<file path="src/rtl/wb_io_arbiter.sv">
// ---------------------------------------------------------------------------
// wb_io_arbiter
//
// Purpose:
//   Shares one Wishbone slave port (the IO interconnect) between two masters,
//   m0 (CPU IO) and m1 (DMA / secondary). The grant goes round-robin and is
//   held for the owner's whole cycle. The owner's request is forwarded to the
//   slave port, and the slave's response is routed back to the owner only.
//   A watchdog ends a stalled access with err, so a dead or unmapped
//   peripheral cannot lock the bus.
//
// Ports:
//   wb_clk_i, wb_rst_i         clock, synchronous active-high reset
//   wbmN_*_i  (N = 0,1)        master request: adr, dat, sel, we, cyc, stb,
//                              cti, bte
//   wbmN_dat_o                 read data (slave data fanned out to both)
//   wbmN_ack_o/err_o/rty_o     terminations, driven to the owner only
//   wbs_*_o                    request forwarded to the interconnect mux
//   wbs_dat_i, wbs_ack_i,
//   wbs_err_i, wbs_rty_i       response from the interconnect mux
//   owner_o                    current owner index, valid while busy_o = 1
//   busy_o                     a grant is active
//   tout_o                     one-cycle pulse when the watchdog fires
// ---------------------------------------------------------------------------
module wb_io_arbiter #(
  parameter int unsigned TIMEOUT = 255
) (
  input  logic        wb_clk_i,
  input  logic        wb_rst_i,

  input  logic [31:0] wbm0_adr_i,
  input  logic [31:0] wbm0_dat_i,
  input  logic [3:0]  wbm0_sel_i,
  input  logic        wbm0_we_i,
  input  logic        wbm0_cyc_i,
  input  logic        wbm0_stb_i,
  input  logic [2:0]  wbm0_cti_i,
  input  logic [1:0]  wbm0_bte_i,
  output logic [31:0] wbm0_dat_o,
  output logic        wbm0_ack_o,
  output logic        wbm0_err_o,
  output logic        wbm0_rty_o,

  input  logic [31:0] wbm1_adr_i,
  input  logic [31:0] wbm1_dat_i,
  input  logic [3:0]  wbm1_sel_i,
  input  logic        wbm1_we_i,
  input  logic        wbm1_cyc_i,
  input  logic        wbm1_stb_i,
  input  logic [2:0]  wbm1_cti_i,
  input  logic [1:0]  wbm1_bte_i,
  output logic [31:0] wbm1_dat_o,
  output logic        wbm1_ack_o,
  output logic        wbm1_err_o,
  output logic        wbm1_rty_o,

  output logic [31:0] wbs_adr_o,
  output logic [31:0] wbs_dat_o,
  output logic [3:0]  wbs_sel_o,
  output logic        wbs_we_o,
  output logic        wbs_cyc_o,
  output logic        wbs_stb_o,
  output logic [2:0]  wbs_cti_o,
  output logic [1:0]  wbs_bte_o,
  input  logic [31:0] wbs_dat_i,
  input  logic        wbs_ack_i,
  input  logic        wbs_err_i,
  input  logic        wbs_rty_i,

  output logic        owner_o,
  output logic        busy_o,
  output logic        tout_o
);

  localparam int unsigned CNT_W = $clog2(TIMEOUT + 1);

  localparam logic [1:0] ST_IDLE = 2'd0;
  localparam logic [1:0] ST_BUSY = 2'd1;
  localparam logic [1:0] ST_TOUT = 2'd2;

  // Last value the watchdog may reach before a still-stalled access is killed.
  localparam logic [CNT_W-1:0] WD_LAST = CNT_W'(TIMEOUT - 1);

  logic [1:0]       state_q, state_d;
  logic             owner_q, owner_d;
  logic             last_owner_q, last_owner_d;
  logic [CNT_W-1:0] wd_cnt_q, wd_cnt_d;

  logic own_cyc, own_stb, term, stall, in_busy, in_tout;

  assign own_cyc = owner_q ? wbm1_cyc_i : wbm0_cyc_i;
  assign own_stb = owner_q ? wbm1_stb_i : wbm0_stb_i;
  assign term    = wbs_ack_i | wbs_err_i | wbs_rty_i;
  assign stall   = own_stb & ~term;
  assign in_busy = (state_q == ST_BUSY);
  assign in_tout = (state_q == ST_TOUT);

  // Next-state logic. The watchdog defaults to zero, so it clears on every
  // path except an ongoing stall in BUSY. A termination in the same cycle the
  // counter would fire removes the stall, so it wins over the timeout.
  always_comb begin
    state_d      = state_q;
    owner_d      = owner_q;
    last_owner_d = last_owner_q;
    wd_cnt_d     = '0;
    case (state_q)
      ST_IDLE: begin
        if (wbm0_cyc_i && wbm1_cyc_i) begin
          state_d = ST_BUSY;
          owner_d = ~last_owner_q;
        end else if (wbm0_cyc_i) begin
          state_d = ST_BUSY;
          owner_d = 1'b0;
        end else if (wbm1_cyc_i) begin
          state_d = ST_BUSY;
          owner_d = 1'b1;
        end
      end
      ST_BUSY: begin
        if (!own_cyc) begin
          state_d      = ST_IDLE;
          last_owner_d = owner_q;
        end else if (stall) begin
          if (wd_cnt_q == WD_LAST) begin
            state_d = ST_TOUT;
          end else begin
            wd_cnt_d = wd_cnt_q + CNT_W'(1);
          end
        end
      end
      ST_TOUT: begin
        if (own_cyc) begin
          state_d = ST_BUSY;
        end else begin
          state_d      = ST_IDLE;
          last_owner_d = owner_q;
        end
      end
      default: state_d = ST_IDLE;
    endcase
  end

  // State registers. last_owner resets to 1 so the first contention goes to m0.
  always_ff @(posedge wb_clk_i) begin
    if (wb_rst_i) begin
      state_q      <= ST_IDLE;
      owner_q      <= 1'b0;
      last_owner_q <= 1'b1;
      wd_cnt_q     <= '0;
    end else begin
      state_q      <= state_d;
      owner_q      <= owner_d;
      last_owner_q <= last_owner_d;
      wd_cnt_q     <= wd_cnt_d;
    end
  end

  // Request path: only BUSY forwards anything. TOUT drops cyc/stb, which is
  // what aborts the hung slave access.
  assign wbs_adr_o = in_busy ? (owner_q ? wbm1_adr_i : wbm0_adr_i) : '0;
  assign wbs_dat_o = in_busy ? (owner_q ? wbm1_dat_i : wbm0_dat_i) : '0;
  assign wbs_sel_o = in_busy ? (owner_q ? wbm1_sel_i : wbm0_sel_i) : '0;
  assign wbs_we_o  = in_busy & (owner_q ? wbm1_we_i : wbm0_we_i);
  assign wbs_cti_o = in_busy ? (owner_q ? wbm1_cti_i : wbm0_cti_i) : '0;
  assign wbs_bte_o = in_busy ? (owner_q ? wbm1_bte_i : wbm0_bte_i) : '0;
  assign wbs_cyc_o = in_busy & own_cyc;
  assign wbs_stb_o = in_busy & own_stb;

  // Response path: combinational pass-through to the owner so beats take no
  // extra cycle. During TOUT the owner sees err only; a late slave ack is lost.
  assign wbm0_dat_o = wbs_dat_i;
  assign wbm1_dat_o = wbs_dat_i;
  assign wbm0_ack_o = ~owner_q & in_busy & wbs_ack_i;
  assign wbm0_err_o = ~owner_q & ((in_busy & wbs_err_i) | in_tout);
  assign wbm0_rty_o = ~owner_q & in_busy & wbs_rty_i;
  assign wbm1_ack_o = owner_q & in_busy & wbs_ack_i;
  assign wbm1_err_o = owner_q & ((in_busy & wbs_err_i) | in_tout);
  assign wbm1_rty_o = owner_q & in_busy & wbs_rty_i;

  assign owner_o = owner_q;
  assign busy_o  = (state_q != ST_IDLE);
  assign tout_o  = in_tout;

endmodule

</file>
<file path="config.mk">
export PLATFORM = sky130hd
export DESIGN_NAME = wb_io_arbiter
export DESIGN_NICKNAME = d
export VERILOG_FILES = /design/src/rtl/wb_io_arbiter.sv
export SDC_FILE = /design/constraint.sdc
export NUM_CORES = 1
export LEC_CHECK = 0
export BUFFER_PORTS_ARGS = -buffer_cell sky130_fd_sc_hd__buf_2
export CAP_MARGIN = 20
export CELL_PAD_IN_SITES_DETAIL_PLACEMENT = 2
export CELL_PAD_IN_SITES_GLOBAL_PLACEMENT = 2
export CORE_MARGIN = 2
export CORE_UTILIZATION = 12
export DETAILED_ROUTE_END_ITERATION = 6
export PLACE_DENSITY_LB_ADDON = 0.1
export SLEW_MARGIN = 15
export SYNTH_ARGS = -nofsm -noshare
export SYNTH_HDL_FRONTEND = slang
export SYNTH_SLANG_ARGS = --single-unit
</file>
<file path="constraint.sdc">
create_clock -name wb_clk_i -period 1.5 [get_ports wb_clk_i]
set_input_delay 0.15 -clock wb_clk_i [delete_from_list [all_inputs] [get_ports wb_clk_i]]
set_output_delay 0.15 -clock wb_clk_i [all_outputs]
set_load 0.02 [all_outputs]
</file>
==> out/results.tsv, run 1 <==
metric	value	unit
total standard cell area after synthesis	2470	um^2
Leak	2.21	nW
most common library cell in the layout ignoring fill and taps	sky130_fd_sc_hd__buf_2	
die width	148	um
transition time at the pin with the least slew margin	0.366	ns
Die ar.	21800	um^2
fin area	5000	um^2
Worst VDD drop	399	uV
Overall Global Routing Usage	0.111	
CTS tree	built	
number of distinct library cell variants in the gate-level netlist after synthesis	28	
Detailed Route Iter0 Violations	33	
critical path, cell by cell	buf_12 -> buf_12 -> mux2i_1 -> nor2b_2 -> buf_2	
total number of placement rows	52	
Worst Path Max Fanout	17	
cell occurring most often along the worst timing path	sky130_fd_sc_hd__buf_12	
combined area of the multi-input logic cells	2260	um^2
chip height	148	um
run status	finished, violations left	
Max Clock Skew	0.00292	ns
area share of the largest cell type after synthesis	0.303	
overall overflow remaining after global route	0	
placed cell areas	3870	um^2
wire length of the first global-routing pass	19100	um
Hold Worst Slack	0.190	ns
later-pin clock latency in the skew report	0.24	ns
maximum number of pins on one net before global-route repair	27	
max_slew headroom	0.751	
cell types with the largest area share after synthesis	sky130_fd_sc_hd__mux2i_1 30%, sky130_fd_sc_hd__buf_4 19%, sky130_fd_sc_hd__nor2b_1 19%, sky130_fd_sc_hd__dfxtp_1 9.7%, sky130_fd_sc_hd__ha_1 3.0%	
period utilisation layout	1.07	
HPWL after detailed placement	10600	um
number of antenna violations at the first check in global routing	1	
vias	2903	
Worst EP arrival	1.46	ns
family with the most delay on the worst path	buffers and inverters	
Crit path required time	1.35	ns
Setup-failing EPs final	90	
final number of hold-violating endpoints	0	
WL/cell	17.4	um
worst min path class	primary input to register	
slowest stage cell, crit path	sky130_fd_sc_hd__dfxtp_4	
most used cells in the layout excluding fill and tap cells	189 x sky130_fd_sc_hd__buf_2, 69 x sky130_fd_sc_hd__nor2b_2, 41 x sky130_fd_sc_hd__buf_6	
vias in the first global route	3185	
Cell Count, Final, Fillers Out	787	
element type at the critical path end	output port	
PwrDens	1200	nW/um^2
post-synth top area cell	sky130_fd_sc_hd__mux2i_1	
yosys warns	0	
number of buffers added by the clock tree synthesis step	3	
# H-tree levels	1	
initial cell density of the core	0.122	
unrepaired setup endpoints after global routing	yes	
antenna cell count	0	
Pre-antenna DRT Iters	3	
synthesized netlist net count	509	
Crit Path Class	register to output port	
proportion of layout cells with a drive suffix above 1	0.834	
root buf cell	sky130_fd_sc_hd__clkbuf_16	
drc violations	0	
Top-Level Pins	338	
count of buffers from port buffering	241	
Yosys reg bits	12	
dpl cells	765	
Worst path max stage delay	0.39	ns
synthesis-to-finish area growth	102	%
Worst-path clk slew	0.05	ns
count of buffer and inverter cells on the critical path	3	
category of the worst setup path launch point	register	
average cell area after synthesis	7.88	um^2
Max Slew Vio Count	0	
filler cell count	2301	
via-per-instance ratio	3.69	
antenna violation net count after detailed routing	0	
core outline area	20200	um^2
sequential area share after synthesis	0.0971	
PnR worst setup slack	-0.110	ns
clock tree sinks	12	
Final GP Congestion	0.704	
Seq. cell area	253	um^2
failing checks	negative setup slack	
post-synthesis cell count	314	
final net count	713	
achievable frequency	621	MHz
number of violations of the max-capacitance limit	0	
final WL	13700	um
clock period minus worst slack	1.61	ns
Max Buffers Root-to-Sink	2	
worst paths after layout:
kind / startpoint / end / slack (ns) / cells after the start
max: owner_o$_SDFFE_PP0P_ / wbs_sel_o[1] / -0.11 / 5
min: wb_rst_i / owner_o$_SDFFE_PP0P_ / 0.19 / 2
max reg2reg: wd_cnt_q[0]$_SDFF_PP0_ / state_q[0]$_SDFFE_PP0P_ / -0.08 / 6
min reg2reg: wd_cnt_q[0]$_SDFF_PP0_ / wd_cnt_q[0]$_SDFF_PP0_ / 0.53 / 2
area by class of cell:
class / instances / share of cell area
Timing Repair Buffer: 282 / 0.406
Clock buffer: 4 / 0.0178
Multi-Input combinational cell: 212 / 0.453
Sequential cell: 12 / 0.0506
Inverter: 7 / 0.00526
Tap cell: 270 / 0.0676
cell families (layout without fill, tap and decap cells):
group	Yosys count	after routing	share of synthesized area
AOI/OAI and AO/OA	7	7	0.0187
xor gates and xnor gates	6	6	0.0212
adders and majority gates	6	6	0.0303
buffers and inverters	90	293	0.252
DFF	12	12	0.0971
muxes	78	78	0.317
and+or+nand+nor	115	115	0.264
synth_stat cells:
| library cell | n |
|---|---|
| sky130_fd_sc_hd__xor2_1 | 2 |
| sky130_fd_sc_hd__nand2_1 | 7 |
| sky130_fd_sc_hd__nor2_1 | 17 |
| sky130_fd_sc_hd__bufbuf_16 | 1 |
| sky130_fd_sc_hd__dfxtp_1 | 12 |
| sky130_fd_sc_hd__xnor2_1 | 4 |
| sky130_fd_sc_hd__a32oi_1 | 1 |
| sky130_fd_sc_hd__nor2b_1 | 76 |
| sky130_fd_sc_hd__mux2i_1 | 75 |
| sky130_fd_sc_hd__buf_4 | 64 |
| sky130_fd_sc_hd__and3_1 | 1 |
| sky130_fd_sc_hd__inv_1 | 7 |
| sky130_fd_sc_hd__and3_2 | 1 |
| sky130_fd_sc_hd__nor3_1 | 3 |
| sky130_fd_sc_hd__buf_6 | 1 |
| sky130_fd_sc_hd__o21bai_1 | 1 |
| sky130_fd_sc_hd__nand3_1 | 4 |
| sky130_fd_sc_hd__o32a_1 | 1 |
| sky130_fd_sc_hd__mux2_2 | 3 |
| sky130_fd_sc_hd__clkbuf_1 | 9 |
| sky130_fd_sc_hd__buf_1 | 1 |
| sky130_fd_sc_hd__buf_2 | 7 |
| sky130_fd_sc_hd__nand2b_1 | 1 |
| sky130_fd_sc_hd__ha_1 | 6 |
| sky130_fd_sc_hd__nor4_1 | 1 |
| sky130_fd_sc_hd__nand4_1 | 1 |
| sky130_fd_sc_hd__or3_1 | 3 |
| sky130_fd_sc_hd__a21oi_1 | 4 |
flip-flops by register name, indices dropped and copies added, names as in the netlist:
signal / flops
state_q: 2
last_owner_q: 1
owner_o: 1
wd_cnt_q: 8
report_power, final:
part	leakage [nW]	switching (mW)	total [mW]	internal [mW]
clock	0.0442	0.150	0.554	0.404
combinational	2.07	2.38	5.06	2.67
sequential	0.101	0.0406	0.399	0.359
total	2.21	2.57	6.01	3.44
what timing repair did:
action                     4_1_cts  5_1_grt
setup buffers                    6        7
cloned                           2        3
pin swaps                        4        3
resized for setup               82      128
hold buffers                     0        0
setup endpoints to repair       92       92
per-layer routing:
layer,GRT usage,vias to the layer above,part of all wire
met1,0.124,1383,0.37
li1,-,1382,-
met3,0.0256,8,0.068
met4,0.0130,2,0.0051
met2,0.218,128,0.56
met5,0,-,0.00088
per-stage QoR:
stage	setup slack, ns	power, mW	setup TNS [ns]	utilization
after global routing	-0.162	6.39	-10.09	0.247
after floorplan	-0.0122	3.00	-0.0244	-
after global placement	-0.199	4.12	-1.80	0.191
after detailed placement	-0.235	4.17	-2.03	0.191
final	-0.110	6.01	-5.03	0.247
after CTS	-0.113	5.32	-5.30	0.215
worst reg2reg max path, stage by stage (launching register included):
cell and delay, ns:
sky130_fd_sc_hd__dfxtp_2 0.32, sky130_fd_sc_hd__inv_2 0.05, sky130_fd_sc_hd__ha_4 0.13, sky130_fd_sc_hd__nand3_4 0.08
sky130_fd_sc_hd__nor4_4 0.31, sky130_fd_sc_hd__o32a_1 0.26, sky130_fd_sc_hd__mux2_4 0.31
Note: power is estimated with default switching activity, not from simulation.
==> run 2: changes to the inputs <==
--- a/config.mk
+++ b/config.mk
@@ -10,7 +10,7 @@
 export CELL_PAD_IN_SITES_DETAIL_PLACEMENT = 2
 export CELL_PAD_IN_SITES_GLOBAL_PLACEMENT = 2
 export CORE_MARGIN = 2
-export CORE_UTILIZATION = 12
+export CORE_UTILIZATION = 15
 export DETAILED_ROUTE_END_ITERATION = 6
 export PLACE_DENSITY_LB_ADDON = 0.1
 export SLEW_MARGIN = 15
==> constraint.sdc (replaced) <==
create_clock -name wb_clk_i -period 1.9 [get_ports wb_clk_i]
set_input_delay 0.19 -clock wb_clk_i [delete_from_list [all_inputs] [get_ports wb_clk_i]]
set_output_delay 0.19 -clock wb_clk_i [all_outputs]
set_load 0.02 [all_outputs]
==> run 2 against run 1 <==
  * The flow now finishes without violations
  * Clock skew up 0.0010 ns
  * Via count down 6.8%
  * Clock-buffer cell count did not move
  * Global-route usage up 1.3 points
  * Sequential cell count is the same
  * Critical path depth is the same
  * First-iteration DRC count up 15%
  * Core utilization down 2.2 points
  * Combinational power decreased by 48%
==> out/results.tsv, run 2 (synthesis results as in run 1) <==
metric	value	unit	change
run status	completed		was finished, violations left
global routing met3 resource utilization	0.0291		was 0.0256
clock period minus worst slack	1.77	ns	
HPWL after detailed placement	9820	um	was 10600 um
die width	132	um	was 148 um
registers with the most flip-flops	wd_cnt_q: 8 flops, state_q: 2 flops		unchanged
Pre-antenna DRT Iters	4		was 3
CTS hold repair buffers	0		unchanged
Crit path required time	1.71	ns	was 1.35 ns
Setup-failing EPs final	0		was 90
R2R setup slack	0.32	ns	was -0.08 ns
Leak	1.81	nW	was 2.21 nW
max_slew headroom	0.800		was 0.751
final number of hold-violating endpoints	0		unchanged
Worst VDD drop	306	uV	was 399 uV
via-per-instance ratio	3.85		was 3.69
slowest stage cell, crit path	sky130_fd_sc_hd__dfxtp_4		unchanged
chip height	132	um	was 148 um
most used cells in the layout excluding fill and tap cells	241 x sky130_fd_sc_hd__buf_2, 76 x sky130_fd_sc_hd__nor2b_1, 75 x sky130_fd_sc_hd__mux2i_1		was 189 x sky130_fd_sc_hd__buf_2, 69 x sky130_fd_sc_hd__nor2b_2, 41 x sky130_fd_sc_hd__buf_6
core outline area	16000	um^2	was 20200 um^2
Worst-path clk slew	0.05	ns	about the same
antenna cell count	0		unchanged
cell occurring most often along the worst timing path	sky130_fd_sc_hd__buf_12		unchanged
Worst Path Max Fanout	35		was 17
CP endpoint	wbs_adr_o[12]		was wbs_sel_o[1]
Worst EP arrival	1.58	ns	was 1.46 ns
Setup Total Neg Slack	0	ns	was -5.03 ns
root buf cell	sky130_fd_sc_hd__clkbuf_16		unchanged
most flop-heavy register	wd_cnt_q		unchanged
dpl cells	698		was 765
# H-tree levels	1		unchanged
achievable frequency	566	MHz	
number of antenna violations at the first check in global routing	0		was 1
later-pin clock latency in the skew report	0.24	ns	about the same
total number of placement rows	46		was 52
Top-Level Pins	338		unchanged
worst reg2reg endpoint	wd_cnt_q[3]$_SDFF_PP0_		was state_q[0]$_SDFFE_PP0P_
cell count of the worst reg-to-reg path	5		was 6
first element of the critical path	owner_o$_SDFFE_PP0P_		unchanged
number of buffers added by the clock tree synthesis step	3		unchanged
number of violations of the max-capacitance limit	0		unchanged
PwrDens	933	nW/um^2	was 1200 nW/um^2
wire length of the first global-routing pass	17500	um	was 19100 um
count of buffers from port buffering	241		unchanged
Detailed Route Iter0 Violations	38		was 33
flip-flop count of the largest register after layout	8		unchanged
CTS tree	built		unchanged
reg2reg start	state_q[1]$_SDFFE_PP0P_		was wd_cnt_q[0]$_SDFF_PP0_
Max Clock Skew	0.00393	ns	was 0.00292 ns
final net count	683		was 713
met1 demand-to-capacity share in global routing	0.142		was 0.124
period utilisation layout	0.930		
WL/cell	16.8	um	was 17.4 um
Worst path max stage delay	0.37	ns	was 0.39 ns
most crowded layer after global routing	met2		unchanged
unrepaired setup endpoints after global routing	no		was yes
element type at the critical path end	output port		unchanged
transition time at the pin with the least slew margin	0.291	ns	was 0.366 ns
synthesis-to-finish area growth	45.5	%	was 102%
antenna violation net count after detailed routing	0		unchanged
number of cells on the worst hold path	2		unchanged
maximum number of pins on one net before global-route repair	58		was 27
vias in the first global route	2920		was 3185
most common library cell in the layout ignoring fill and taps	sky130_fd_sc_hd__buf_2		unchanged
final WL	11800	um	was 13700 um
critical path, cell by cell	buf_12 -> buf_12 -> mux2i_1 -> nor2b_1 -> buf_2		was buf_12 -> buf_12 -> mux2i_1 -> nor2b_2 -> buf_2
category of the worst setup path launch point	register		unchanged
Die ar.	17500	um^2	was 21800 um^2
routing usage on met2	0.243		was 0.218
overall overflow remaining after global route	0		unchanged
Crit Path Class	register to output port		unchanged
Overall Global Routing Usage	0.124		was 0.111
beginning of the worst hold path	wb_rst_i		unchanged
vias	2706		was 2903
drc violations	0		unchanged
Max Slew Vio Count	0		unchanged
Final GP Congestion	0.722		was 0.704
worst min path class	primary input to register		unchanged
Cell Count, Final, Fillers Out	703		was 787
clock tree sinks	12		unchanged
Max Buffers Root-to-Sink	2		unchanged
proportion of layout cells with a drive suffix above 1	0.538		was 0.834
initial cell density of the core	0.155		was 0.122
## run 2: changes by cell type in the layout (fill, tap and decap cells not counted), sizes merged
cell	before	now
buf	280	251
clkbuf	6	5
## run 2: routing by layer
layer	share of wire	up-vias
li1	-	1311
met1	0.38	1231
met2	0.54	157
met3	0.076	7
met4	0.0027	0
met5	0	-
## run 2: worst max-delay path, delay by kind of cell (launching register included)
kind          cells  cell delay [ns]
flops             1             0.37
simple gates      1             0.06
buf+inv           3             0.63
mux               1             0.22
## run 2: timing repair
item | in CTS | in global routing
setup buffers | 0 | 0
resized for setup | 0 | 2
setup endpoints to repair | 0 | 1
## run 2: cell type report
| type | instances | area, um^2 |
|---|---|---|
| clock buffer | 4 | 88.8 |
| fill | 1983 | 12400 |
| inverter | 7 | 26.3 |
| multi-input combinational | 212 | 1620 |
| sequential | 12 | 244 |
| tap | 216 | 270 |
| timing repair buffer | 252 | 1350 |
## run 2: how the worst min path moves through the flow
stage	end
global placement	wbm0_dat_o[10]
detailed placement	wbm0_dat_o[10]
CTS	owner_o$_SDFFE_PP0P_
finish	owner_o$_SDFFE_PP0P_
floorplan	owner_o$_SDFFE_PP0P_
global route	owner_o$_SDFFE_PP0P_
## run 2: power by group
part / total [mW] / internal [mW] / switching (mW) / leakage (nW)
logic: 2.62 / 1.11 / 1.50 / 1.67
registers: 0.314 / 0.281 / 0.0333 / 0.0981
clock network: 0.427 / 0.318 / 0.109 / 0.0442
## run 2: stage by stage
stage	hold slack (ns)	util	cell area (um^2)	power (mW)	setup slack, ns
6_report	0.204	0.225	3600	3.36	0.133
5_1_grt	0.239	0.225	3600	3.62	0.0250
2_1_floorplan	0.262	-	2470	2.19	0.188
3_3_place_gp	0.380	0.217	3470	2.88	0.208
3_5_place_dp	0.380	0.217	3470	2.92	0.177
4_1_cts	0.207	0.223	3560	3.36	0.0810
